`src/rtl/display_arbiter.sv`:
```
// display_arbiter: round-robin owner of a shared 4-digit hex display with a minimum hold time.
module display_arbiter #(
    parameter logic [23:0] HOLD_CYCLES = 24'd5_000_000
) (
    input  logic        clk,
    input  logic        reset,
    input  logic [2:0]  req,
    input  logic [15:0] value0,
    input  logic [15:0] value1,
    input  logic [15:0] value2,
    output logic [2:0]  grant,
    output logic [15:0] display_value,
    output logic        start_signal,
    output logic        busy
);
    typedef enum logic [1:0] {IDLE, LOAD, HOLD} state_t;

    state_t      state, state_n;
    logic [1:0]  ptr, ptr_n, c1, c2, win;
    logic [23:0] cnt, cnt_n;
    logic [2:0]  grant_n;
    logic [15:0] disp_n, win_val, own_val;
    logic        start_n, started, started_n;

    // ptr doubles as the current owner while in HOLD
    assign c1      = (ptr == 2'd2) ? 2'd0 : ptr + 2'd1;
    assign c2      = (ptr == 2'd0) ? 2'd2 : ptr - 2'd1;
    assign win     = req[c1] ? c1 : req[c2] ? c2 : ptr;
    assign win_val = (win == 2'd0) ? value0 : (win == 2'd1) ? value1 : value2;
    assign own_val = (ptr == 2'd0) ? value0 : (ptr == 2'd1) ? value1 : value2;
    assign busy    = state != IDLE;

    always_comb begin
        state_n   = state;
        ptr_n     = ptr;
        cnt_n     = cnt;
        grant_n   = grant;
        disp_n    = display_value;
        start_n   = 1'b0;
        started_n = started;
        case (state)
            IDLE: state_n = |req ? LOAD : IDLE;
            LOAD: begin
                state_n = |req ? HOLD : IDLE;
                if (|req) begin
                    grant_n   = 3'b001 << win;
                    disp_n    = win_val;
                    ptr_n     = win;
                    cnt_n     = HOLD_CYCLES - 24'd1;
                    start_n   = !started;
                    started_n = 1'b1;
                end
            end
            HOLD: begin
                disp_n  = req[ptr] ? own_val : display_value;
                cnt_n   = (cnt == 24'd0) ? cnt : cnt - 24'd1;
                grant_n = (cnt == 24'd0) ? 3'b000 : grant;
                state_n = (cnt != 24'd0) ? HOLD : |req ? LOAD : IDLE;
            end
            default: state_n = IDLE;
        endcase
    end

    always_ff @(posedge clk) begin
        if (reset) begin
            state         <= IDLE;
            ptr           <= 2'd2;
            cnt           <= 24'd0;
            grant         <= 3'b000;
            display_value <= 16'h0000;
            start_signal  <= 1'b0;
            started       <= 1'b0;
        end else begin
            state         <= state_n;
            ptr           <= ptr_n;
            cnt           <= cnt_n;
            grant         <= grant_n;
            display_value <= disp_n;
            start_signal  <= start_n;
            started       <= started_n;
        end
    end
endmodule

```
`config.mk`:
```
export PLATFORM = sky130hd
export DESIGN_NAME = display_arbiter
export DESIGN_NICKNAME = d
export VERILOG_FILES = /design/src/rtl/display_arbiter.sv
export SDC_FILE = /design/constraint.sdc
export NUM_CORES = 1
export LEC_CHECK = 0
export BUFFER_PORTS_ARGS = -buffer_cell sky130_fd_sc_hd__buf_4
export CAP_MARGIN = 20
export CORE_ASPECT_RATIO = 0.8
export CORE_MARGIN = 1.5
export CORE_UTILIZATION = 35
export CTS_CLUSTER_DIAMETER = 50
export DETAILED_ROUTE_END_ITERATION = 7
export GPL_TIMING_DRIVEN = 1
export SYNTH_ARGS = -nofsm -noshare
export SYNTH_HDL_FRONTEND = slang
export SYNTH_SLANG_ARGS = --single-unit
```
`constraint.sdc`:
```
create_clock -name clk -period 2.9 [get_ports clk]
set_input_delay 0.29 -clock clk [delete_from_list [all_inputs] [get_ports clk]]
set_output_delay 0.29 -clock clk [all_outputs]
set_load 0.02 [all_outputs]
```
==> run_results.csv, run 1 <==
group,metric,value,unit
timing,fin_crit_sh,0.858,
setup_path,worstReg2RegEnd,"display_value[11]$_SDFFE_PP0P_",
final_layout,nets,503,
die,io_pins,74,
synth,syn_nets,441,
drt,route.detailed.drc,0,
placement,globalplace.congestion,0.813,
clocking,clock_sinks,49,
placement,dp_hpwl,5930,um
final_layout,instances_no_fill,558,
die,die_height,87.9,um
synth,avgSynthCellArea,8.24,um2
global_routing,grt_max_degree,39,
clocking,clkTransAtPathRegs,0.10,ns
setup_path,cp.arrival,2.71,ns
synth,synth_ff_type,"dfxtp_1",
timing,finalClockSkew,0.00817,ns
synth,synth_top_area_cell,"dfxtp_1",
die,die_area,9590,um2
final_layout,drive_above_1_share,0.229,
final_layout,stdcell_area,3960,um2
timing,rsz0062_at_grt,"no",
run_status,status,"completed",
worst_hold_path,hold_end,"display_value[1]$_SDFFE_PP0P_",
setup_path,critPathMaxFanout,33,
clocking,cts_max_level,2,
setup_path,critPathKind,"reg2reg",
synth,synth-edff-count,0,
timing,worst_pin_slew,0.849,ns
synth,synthMostInstantiatedCell,"dfxtp_1",
drt,vias_per_cell,5.49,
drt,route.antenna.remaining_nets,0,
clocking,cts_buffer_depth,2,
placement,postPlaceCellArea,3840,um2
placement,portBuffers,73,
clocking,hold_buffers,0,
die,core-area,8600,um2
synth,yosysUniqueCellTypes,49,
timing,fmax,402,MHz
synth,synth-seq-cells,49,
timing,final_hold_viol_count,0,
timing,fin_crit,2.49,ns
power,powerDensity,620,nW/um2
global_routing,grt-ovfl-total,0,
setup_path,endpoint_kind,"flip-flop",
synth,synth_cells,383,
run,maxCapViolations,0,
final_layout,n_antenna_cell,0,
synth,async_reset_ff_frac,0,
timing,maxSlewViolCount,0,
setup_path,crit_required,3.12,ns
power,ir_drop,0.258,mV
global_routing,grt_pass1_wl,13800,um
drt,first_pass_iters,4,
setup_path,reg2reg_slack,0.41,ns
die,die_x,109,um
global_routing,grt_pass1_vias,2777,
worst_hold_path,holdPathStages,3,
clocking,post_cts_buffers,0,
global_routing,antenna_found_initial,0,
clocking,root_buffer,"clkbuf_8",
setup_path,r2r-start,"ptr[1]$_SDFFE_PP1P_",
synth,netlist_area,3150,um2
drt,vias,3066,
global_routing,track_usage,0.181,
timing,final-setup-viol-count,0,
synth,yosys-top-cells-area,"dfxtp_1, mux2i_1, nor2_1",
clocking,cts_tree,"built",
power,finalPower,2.46,mW
synth,ys_seq_area_frac,0.311,
worst_hold_path,hp-class,"in2reg",
die,start_util,0.367,
clocking,clock_latency,0.31,ns
synth,synth_warnings,0,
placement,dp_cells,550,
final_layout,synthToLayoutAreaGrowth,25.6,%
drt,wl_per_cell,15.6,um
clocking,post_cts_resized,0,
synth,synth_top_cells_by_count,"dfxtp_1, nor2_1, clkbuf_1",
setup_path,worstRegToRegCells,9,
timing,slew-limit-headroom,0.433,
drt,wl,8710,um
setup_path,startpoint_type,"flip-flop",
synth,yosys.area.top_type_share,0.311,
timing,finalSetupTns,0,ns
power,p_leak,1.54,nW
clocking,numCtsBuffers,5,
drt,drt_iter0_drc,165,
worst_hold_path,hp-start,"value0[1]",
die,num_rows,30,
==> metal layers <==
metal  vias up  share of wire  GRT usage
li1       1552              -          -
met4         0         0.0075     0.0467
met2        71           0.47      0.280
met3         5          0.048     0.0268
met1      1438           0.48      0.262
met5         -              0          0
==> layout make-up <==
cell class | count | area [um2]
inverters | 6 | 22.5
clock inverters | 1 | 30.0
repair buffers | 85 | 651
multi-input cells | 298 | 2050
fillers | 833 | 4630
well taps | 112 | 140
flip-flops and latches | 49 | 981
clock buffers | 7 | 86.3
==> how the worst max path moves through the flow <==
stage,to,cells after the start,start,slack (ns)
detailed placement,display_value[5]$_SDFFE_PP0P_,9,ptr[1]$_SDFFE_PP1P_,0.45
finish,display_value[11]$_SDFFE_PP0P_,9,ptr[1]$_SDFFE_PP1P_,0.41
global route,cnt[21]$_SDFFE_PP0P_,6,cnt[7]$_SDFFE_PP0P_,0.20
CTS,display_value[5]$_SDFFE_PP0P_,9,ptr[1]$_SDFFE_PP1P_,0.43
global placement,display_value[9]$_SDFFE_PP0P_,9,ptr[1]$_SDFFE_PP1P_,0.49
floorplan,display_value[10]$_SDFFE_PP0P_,10,ptr[0]$_SDFFE_PP0P_,0.33
==> logic make-up (layout without fill, tap and decap cells) <==
| kind of cell | count (synthesis) | in the layout | synth area share |
|---|---|---|---|
| simple gates | 128 | 128 | 0.206 |
| flops | 49 | 49 | 0.311 |
| xor+xnor | 20 | 20 | 0.0555 |
| mux | 19 | 19 | 0.0607 |
| compound gates | 126 | 126 | 0.304 |
| fa+ha+maj | 5 | 5 | 0.0198 |
| buf+inv | 36 | 99 | 0.0428 |
==> stage by stage <==
stage           util  worst slack, ns  hold WS, ns
2_1_floorplan      -            0.328        0.402
3_3_place_gp   0.447            0.489        0.415
3_5_place_dp   0.447            0.450        0.423
4_1_cts        0.461            0.431        0.363
5_1_grt        0.461            0.197        0.375
6_report       0.461            0.412        0.366
==> critical path, stage by stage (launching register included) <==
cell and delay (ns):
dfxtp_1 0.42, inv_1 0.13, ha_1 0.37, and2_1 0.20, a221o_1 0.30, o21ai_2 0.11, buf_4 0.31, and3_1 0.21
o31ai_1 0.07, a311oi_1 0.27
==> power breakdown <==
group	total, mW	switching (mW)	internal (mW)
sequential	0.857	0.0809	0.776
clock	0.523	0.241	0.282
combinational	1.08	0.607	0.471
total	2.46	0.929	1.53
==> state kept, by name (all words and copies together) (netlist names) <==
register,flops
cnt,24
display_value,16
grant,3
ptr,2
start_signal,1
started,1
state,2
==> cell usage in the layout (no fill, tap or decap), types with 13 or more instances in the layout <==
cell type	count
o211ai_1	16
a21oi_1	18
a311oi_1	16
o31ai_1	18
and3_1	16
a21boi_0	13
nor2_1	41
o21a_1	18
buf_4	84
dfxtp_1	49
nand2_1	26
mux2i_1	18
Note: power is estimated with default switching activity, not from simulation.
==> run 2, diff against run 1 <==
--- a/config.mk
+++ b/config.mk
@@ -13,6 +13,7 @@
 export CTS_CLUSTER_DIAMETER = 50
 export DETAILED_ROUTE_END_ITERATION = 7
 export GPL_TIMING_DRIVEN = 1
+export REMOVE_ABC_BUFFERS = 1
 export SYNTH_ARGS = -nofsm -noshare
 export SYNTH_HDL_FRONTEND = slang
 export SYNTH_SLANG_ARGS = --single-unit
==> run 2 against run 1 <==
Power down 2.5%. Cell area about the same. Critical endpoint is now display_value[7]$_SDFFE_PP0P_. Flip-flop and latch count unchanged. Core utilization about the same. Non-clock buffer count up 1. Clock power down 15%. Largest power group unchanged. Clock skew up 0.0080 ns. Die area unchanged. Count of clock-buffer cells in the layout down 1. Combinational power about the same. First-iteration DRC count down 45%. Routed wire length up 1.5%.
==> run_results.csv, run 2 (synthesis results as in run 1) <==
group,metric,value,unit
placement,globalplace.congestion,0.801,
worst_hold_path,hp-start,"value0[5]",
placement,portBuffers,73,
setup_path,worstRegToRegCells,9,
power,p_leak,1.54,nW
clocking,clkTransAtPathRegs,0.10,ns
die,start_util,0.367,
final_layout,top_regs,"cnt x24, display_value x16, grant x3",
timing,slew-limit-headroom,0.583,
die,die_height,87.9,um
die,die_x,109,um
die,core-area,8600,um2
drt,first_pass_iters,4,
placement,dp_hpwl,6130,um
drt,drt_iter0_drc,90,
final_layout,nets,504,
drt,vias,3068,
timing,finalClockSkew,0.0162,ns
global_routing,track_usage,0.190,
die,io_pins,74,
clocking,numCtsBuffers,5,
setup_path,crit_required,3.07,ns
timing,final_hold_viol_count,0,
clocking,hold_buffers,0,
timing,fin_crit,2.48,ns
final_layout,drive_above_1_share,0.233,
setup_path,cp.arrival,2.66,ns
clocking,clock_sinks,49,
final_layout,n_antenna_cell,0,
setup_path,critPathMaxFanout,33,
timing,rsz0062_at_grt,"no",
die,die_area,9590,um2
power,powerDensity,604,nW/um2
drt,vias_per_cell,5.49,
timing,maxSlewViolCount,0,
setup_path,crit_start,"ptr[1]$_SDFFE_PP1P_",
final_layout,mostFrequentLayoutCell,"buf_4",
setup_path,reg2reg_slack,0.42,ns
final_layout,synthToLayoutAreaGrowth,25.7,%
global_routing,grt_max_degree,39,
clocking,cts_tree,"built",
clocking,clock_latency,0.31,ns
clocking,cts_max_level,2,
final_layout,final_cell_mix,"buf_4, dfxtp_1, nor2_1",
timing,fmax,403,MHz
global_routing,antenna_found_initial,0,
power,ir_drop,0.259,mV
final_layout,instances_no_fill,559,
clocking,cts_buffer_depth,2,
drt,route.antenna.remaining_nets,0,
final_layout,largest_register,"cnt",
drt,wl_per_cell,15.8,um
setup_path,r2r-start,"ptr[1]$_SDFFE_PP1P_",
global_routing,grt_pass1_wl,14500,um
clocking,root_buffer,"clkbuf_8",
final_layout,largest_register_ffs,24,
setup_path,critPathKind,"reg2reg",
setup_path,endpoint_kind,"flip-flop",
setup_path,worstReg2RegEnd,"display_value[7]$_SDFFE_PP0P_",
run,maxCapViolations,0,
timing,worst_pin_slew,0.619,ns
run_status,status,"completed",
drt,wl,8850,um
timing,final-setup-viol-count,0,
clocking,post_cts_buffers,0,
timing,fin_crit_sh,0.857,
drt,route.detailed.drc,0,
worst_hold_path,hp-class,"in2reg",
clocking,post_cts_resized,0,
die,num_rows,30,
global_routing,grt_pass1_vias,2940,
placement,dp_cells,551,
setup_path,startpoint_type,"flip-flop",
setup_path,endpoint,"display_value[7]$_SDFFE_PP0P_",
global_routing,grt-ovfl-total,0,
timing,finalSetupTns,0,ns
run 2: worst min-delay path by stage:
stage,end,slack [ns],cells past startpoint
after CTS,display_value[15]$_SDFFE_PP0P_,0.36,3
after detailed placement,start_signal$_SDFF_PP0_,0.42,1
after global placement,start_signal$_SDFF_PP0_,0.42,1
final,display_value[5]$_SDFFE_PP0P_,0.36,3
after floorplan,cnt[11]$_SDFFE_PP0P_,0.36,1
after global routing,display_value[11]$_SDFFE_PP0P_,0.36,3
run 2: area by class of cell:
cell class                      count  area, um2
Sequential cell                    49        981
Clock inverter                      2       16.3
Inverter                            6       22.5
Fill cell                         877       4630
Clock buffer                        6       82.6
Timing Repair Buffer               86        671
Tap cell                          112        140
Multi-Input combinational cell    298       2050
run 2: through the flow:
step / power [mW] / hold slack (ns) / area, um2 / worst slack [ns] / util
detailed placement: 1.96 / 0.424 / 3860 / 0.446 / 0.450
finish: 2.40 / 0.357 / 3960 / 0.416 / 0.461
floorplan: 1.57 / 0.359 / 3040 / 0.0318 / -
global placement: 1.95 / 0.418 / 3860 / 0.496 / 0.450
CTS: 2.41 / 0.357 / 3960 / 0.432 / 0.461
global route: 2.57 / 0.356 / 3960 / 0.166 / 0.461
run 2: worst max-delay path, cell delays in order (launching register included):
cell and delay, ns:
dfxtp_1 0.42, inv_1 0.13, ha_1 0.37, and2_1 0.20
a221o_1 0.31, o21ai_2 0.11, buf_4 0.30, a21boi_0 0.16
o31ai_1 0.23, a311oi_1 0.12
run 2: report_power, final:
group	switching, mW	internal (mW)
combinational	0.617	0.481
clock	0.245	0.197
sequential	0.0805	0.776
run 2: metal layers:
layer | vias up | GRT usage | routed length (um)
met5 | - | 0 | 0
li1 | 1554 | - | -
met3 | 6 | 0.0342 | 366
met4 | 0 | 0.0586 | 82
met1 | 1442 | 0.258 | 4390
met2 | 66 | 0.309 | 4010
==> run 3, diff against run 2 <==
--- a/config.mk
+++ b/config.mk
@@ -5,6 +5,7 @@
 export SDC_FILE = /design/constraint.sdc
 export NUM_CORES = 1
 export LEC_CHECK = 0
+export ABC_AREA = 1
 export BUFFER_PORTS_ARGS = -buffer_cell sky130_fd_sc_hd__buf_4
 export CAP_MARGIN = 20
 export CORE_ASPECT_RATIO = 0.8
==> run 3 against run 2 <==
Sequential share of layout area shrank 1.1 points. Flip-flop and latch count is the same. Register-to-register slack gained 0.24 ns. Die area grew 7.8%. Fmax grew 11%. Global-route usage grew 0.80 points. Critical path depth grew 3. Setup slack gained 0.24 ns. Count of clock-buffer cells in the layout grew 2. Core utilization shrank 1.4 points. Clock skew shrank 0.012 ns. Cell count grew 28%. Largest cell class unchanged. Highest routed layer unchanged.
==> run_results.csv, run 3 <==
group,metric,value,unit
drt,drt_iter0_drc,254,
clocking,cts_tree,"built",
final_layout,top_regs,"cnt x24, display_value x16, grant x3",
synth,synthMostInstantiatedCell,"nand2_1",
global_routing,grt-ovfl-total,0,
die,die_height,91.2,um
power,powerDensity,688,nW/um2
clocking,clkTransAtPathRegs,0.06,ns
synth,synth_cells,538,
clocking,cts_max_level,2,
setup_path,crit_required,3.12,ns
power,ir_drop,0.293,mV
drt,first_pass_iters,5,
global_routing,grt_pass1_wl,16800,um
drt,vias_per_cell,5.19,
clocking,cts_buffer_depth,2,
synth,async_reset_ff_frac,0,
placement,portBuffers,73,
timing,finalSetupTns,0,ns
drt,route.antenna.remaining_nets,0,
synth,yosysUniqueCellTypes,36,
final_layout,synthToLayoutAreaGrowth,21.6,%
timing,fmax,445,MHz
clocking,post_cts_buffers,0,
global_routing,antenna_found_initial,0,
clocking,clock_sinks,49,
drt,route.detailed.drc,0,
die,num_rows,31,
final_layout,nets,659,
final_layout,final_cell_mix,"nand2_1, nor2_1, buf_4",
synth,synth_warnings,0,
synth,ys_seq_area_frac,0.288,
synth,synth_top_cells_by_count,"nand2_1, nor2_1, a21oi_1",
timing,finalClockSkew,0.00376,ns
global_routing,track_usage,0.198,
setup_path,r2r-start,"cnt[0]$_SDFFE_PP0P_",
final_layout,largest_register,"cnt",
setup_path,critPathMaxFanout,21,
worst_hold_path,hp-start,"reset",
clocking,numCtsBuffers,5,
final_layout,drive_above_1_share,0.206,
drt,wl,9910,um
clocking,clock_latency,0.29,ns
die,die_x,113,um
power,p_leak,1.99,nW
worst_hold_path,hold_end,"started$_SDFFE_PP0P_",
setup_path,endpoint_kind,"flip-flop",
timing,maxSlewViolCount,0,
setup_path,cp.arrival,2.47,ns
setup_path,worstRegToRegCells,12,
drt,wl_per_cell,13.8,um
clocking,hold_buffers,0,
synth,synth-edff-count,0,
synth,synth_ff_type,"dfxtp_1",
timing,hold_ws,0.356,ns
final_layout,num-fill-cells,970,
placement,dp_hpwl,7170,um
drt,vias,3718,
final_layout,largest_register_ffs,24,
synth,yosys.area.top_type_share,0.288,
clocking,post_cts_resized,0,
worst_hold_path,hp-class,"in2reg",
setup_path,reg2reg_slack,0.66,ns
worst_hold_path,holdPathStages,2,
synth,synth-seq-cells,49,
run,maxCapViolations,0,
synth,netlist_area,3410,um2
die,core-area,9270,um2
global_routing,grt_max_degree,33,
synth,synth_top_area_cell,"dfxtp_1",
final_layout,mostFrequentLayoutCell,"nand2_1",
timing,worst_pin_slew,0.601,ns
setup_path,startpoint_type,"flip-flop",
setup_path,critPathKind,"reg2reg",
timing,fin_crit_sh,0.774,
timing,fin_crit,2.24,ns
timing,final-setup-viol-count,0,
setup_path,worstReg2RegEnd,"cnt[12]$_SDFFE_PP0P_",
timing,slew-limit-headroom,0.599,
global_routing,grt_pass1_vias,3496,
synth,avgSynthCellArea,6.33,um2
run_status,status,"completed",
timing,rsz0062_at_grt,"no",
die,die_area,10300,um2
die,start_util,0.368,
placement,globalplace.congestion,0.888,
clocking,root_buffer,"clkbuf_16",
final_layout,n_antenna_cell,0,
die,io_pins,74,
timing,final_hold_viol_count,0,
synth,yosys-top-cells-area,"dfxtp_1, nand2_1, a21oi_1",
run 3: power breakdown:
| part | total (mW) | internal, mW | switching [mW] | leakage, nW |
|---|---|---|---|---|
| combinational | 1.42 | 0.498 | 0.920 | 1.52 |
| clock | 0.561 | 0.321 | 0.240 | 0.0652 |
| sequential | 0.872 | 0.782 | 0.0903 | 0.402 |
| total | 2.85 | 1.60 | 1.25 | 1.99 |
run 3: critical path: stages (launching register included):
cell and delay, ns:
dfxtp_1 0.33, inv_1 0.10, ha_1 0.20, nand2_1 0.11, nor2_2 0.17, nand3_1 0.12
nand2_1 0.14, nand2_2 0.25, inv_2 0.36, nor2_1 0.09, xor2_1 0.16, inv_1 0.05
nor2_1 0.08
run 3: worst max-delay path by stage:
stage | cells after the start | from | slack, ns | to
3_3_place_gp | 13 | ptr[0]$_SDFFE_PP0P_ | 0.80 | display_value[14]$_SDFFE_PP0P_
6_report | 12 | cnt[0]$_SDFFE_PP0P_ | 0.66 | cnt[12]$_SDFFE_PP0P_
4_1_cts | 12 | cnt[0]$_SDFFE_PP0P_ | 0.65 | cnt[12]$_SDFFE_PP0P_
2_1_floorplan | 15 | ptr[0]$_SDFFE_PP0P_ | 0.84 | display_value[0]$_SDFFE_PP0P_
5_1_grt | 12 | cnt[0]$_SDFFE_PP0P_ | 0.38 | cnt[12]$_SDFFE_PP0P_
3_5_place_dp | 12 | cnt[0]$_SDFFE_PP0P_ | 0.67 | cnt[12]$_SDFFE_PP0P_
run 3: kinds of logic after synthesis:
logic type / count (synthesis) / share of synthesized area
XOR/XNOR: 13 / 0.0334
adder cells (fa/ha/maj): 5 / 0.0184
flip-flops: 49 / 0.288
buffers and inverters: 72 / 0.0944
AO/OA/AOI/OAI: 128 / 0.201
AND/OR/NAND/NOR: 271 / 0.365
run 3: through the flow:
step | setup WS [ns] | power (mW) | instance area (um2) | cells | util
after floorplan | 0.843 | 1.86 | 3280 | 516 | -
after global placement | 0.798 | 2.28 | 4010 | 709 | 0.432
after detailed placement | 0.671 | 2.30 | 4010 | 709 | 0.432
after CTS | 0.654 | 2.87 | 4140 | 717 | 0.447
after global routing | 0.378 | 3.09 | 4140 | 717 | 0.447
final | 0.655 | 2.85 | 4140 | 717 | 0.447
run 3: final cells by class:
class	instances	area, um2	area share
repair buffers	78	586	0.141
clock buffers	8	136	0.0329
multi-input cells	417	2100	0.508
flip-flops and latches	49	981	0.237
well taps	115	144	0.0347
inverters	50	190	0.0459
run 3: per-layer routing:
metal  vias up  share of wire  wire, um  track usage
met2       122           0.45      4410        0.320
met4         0         0.0094        93       0.0427
met5         -              0         0            0
met3        10          0.063       621       0.0294
met1      1703           0.48      4790        0.280
li1       1883              -         -            -
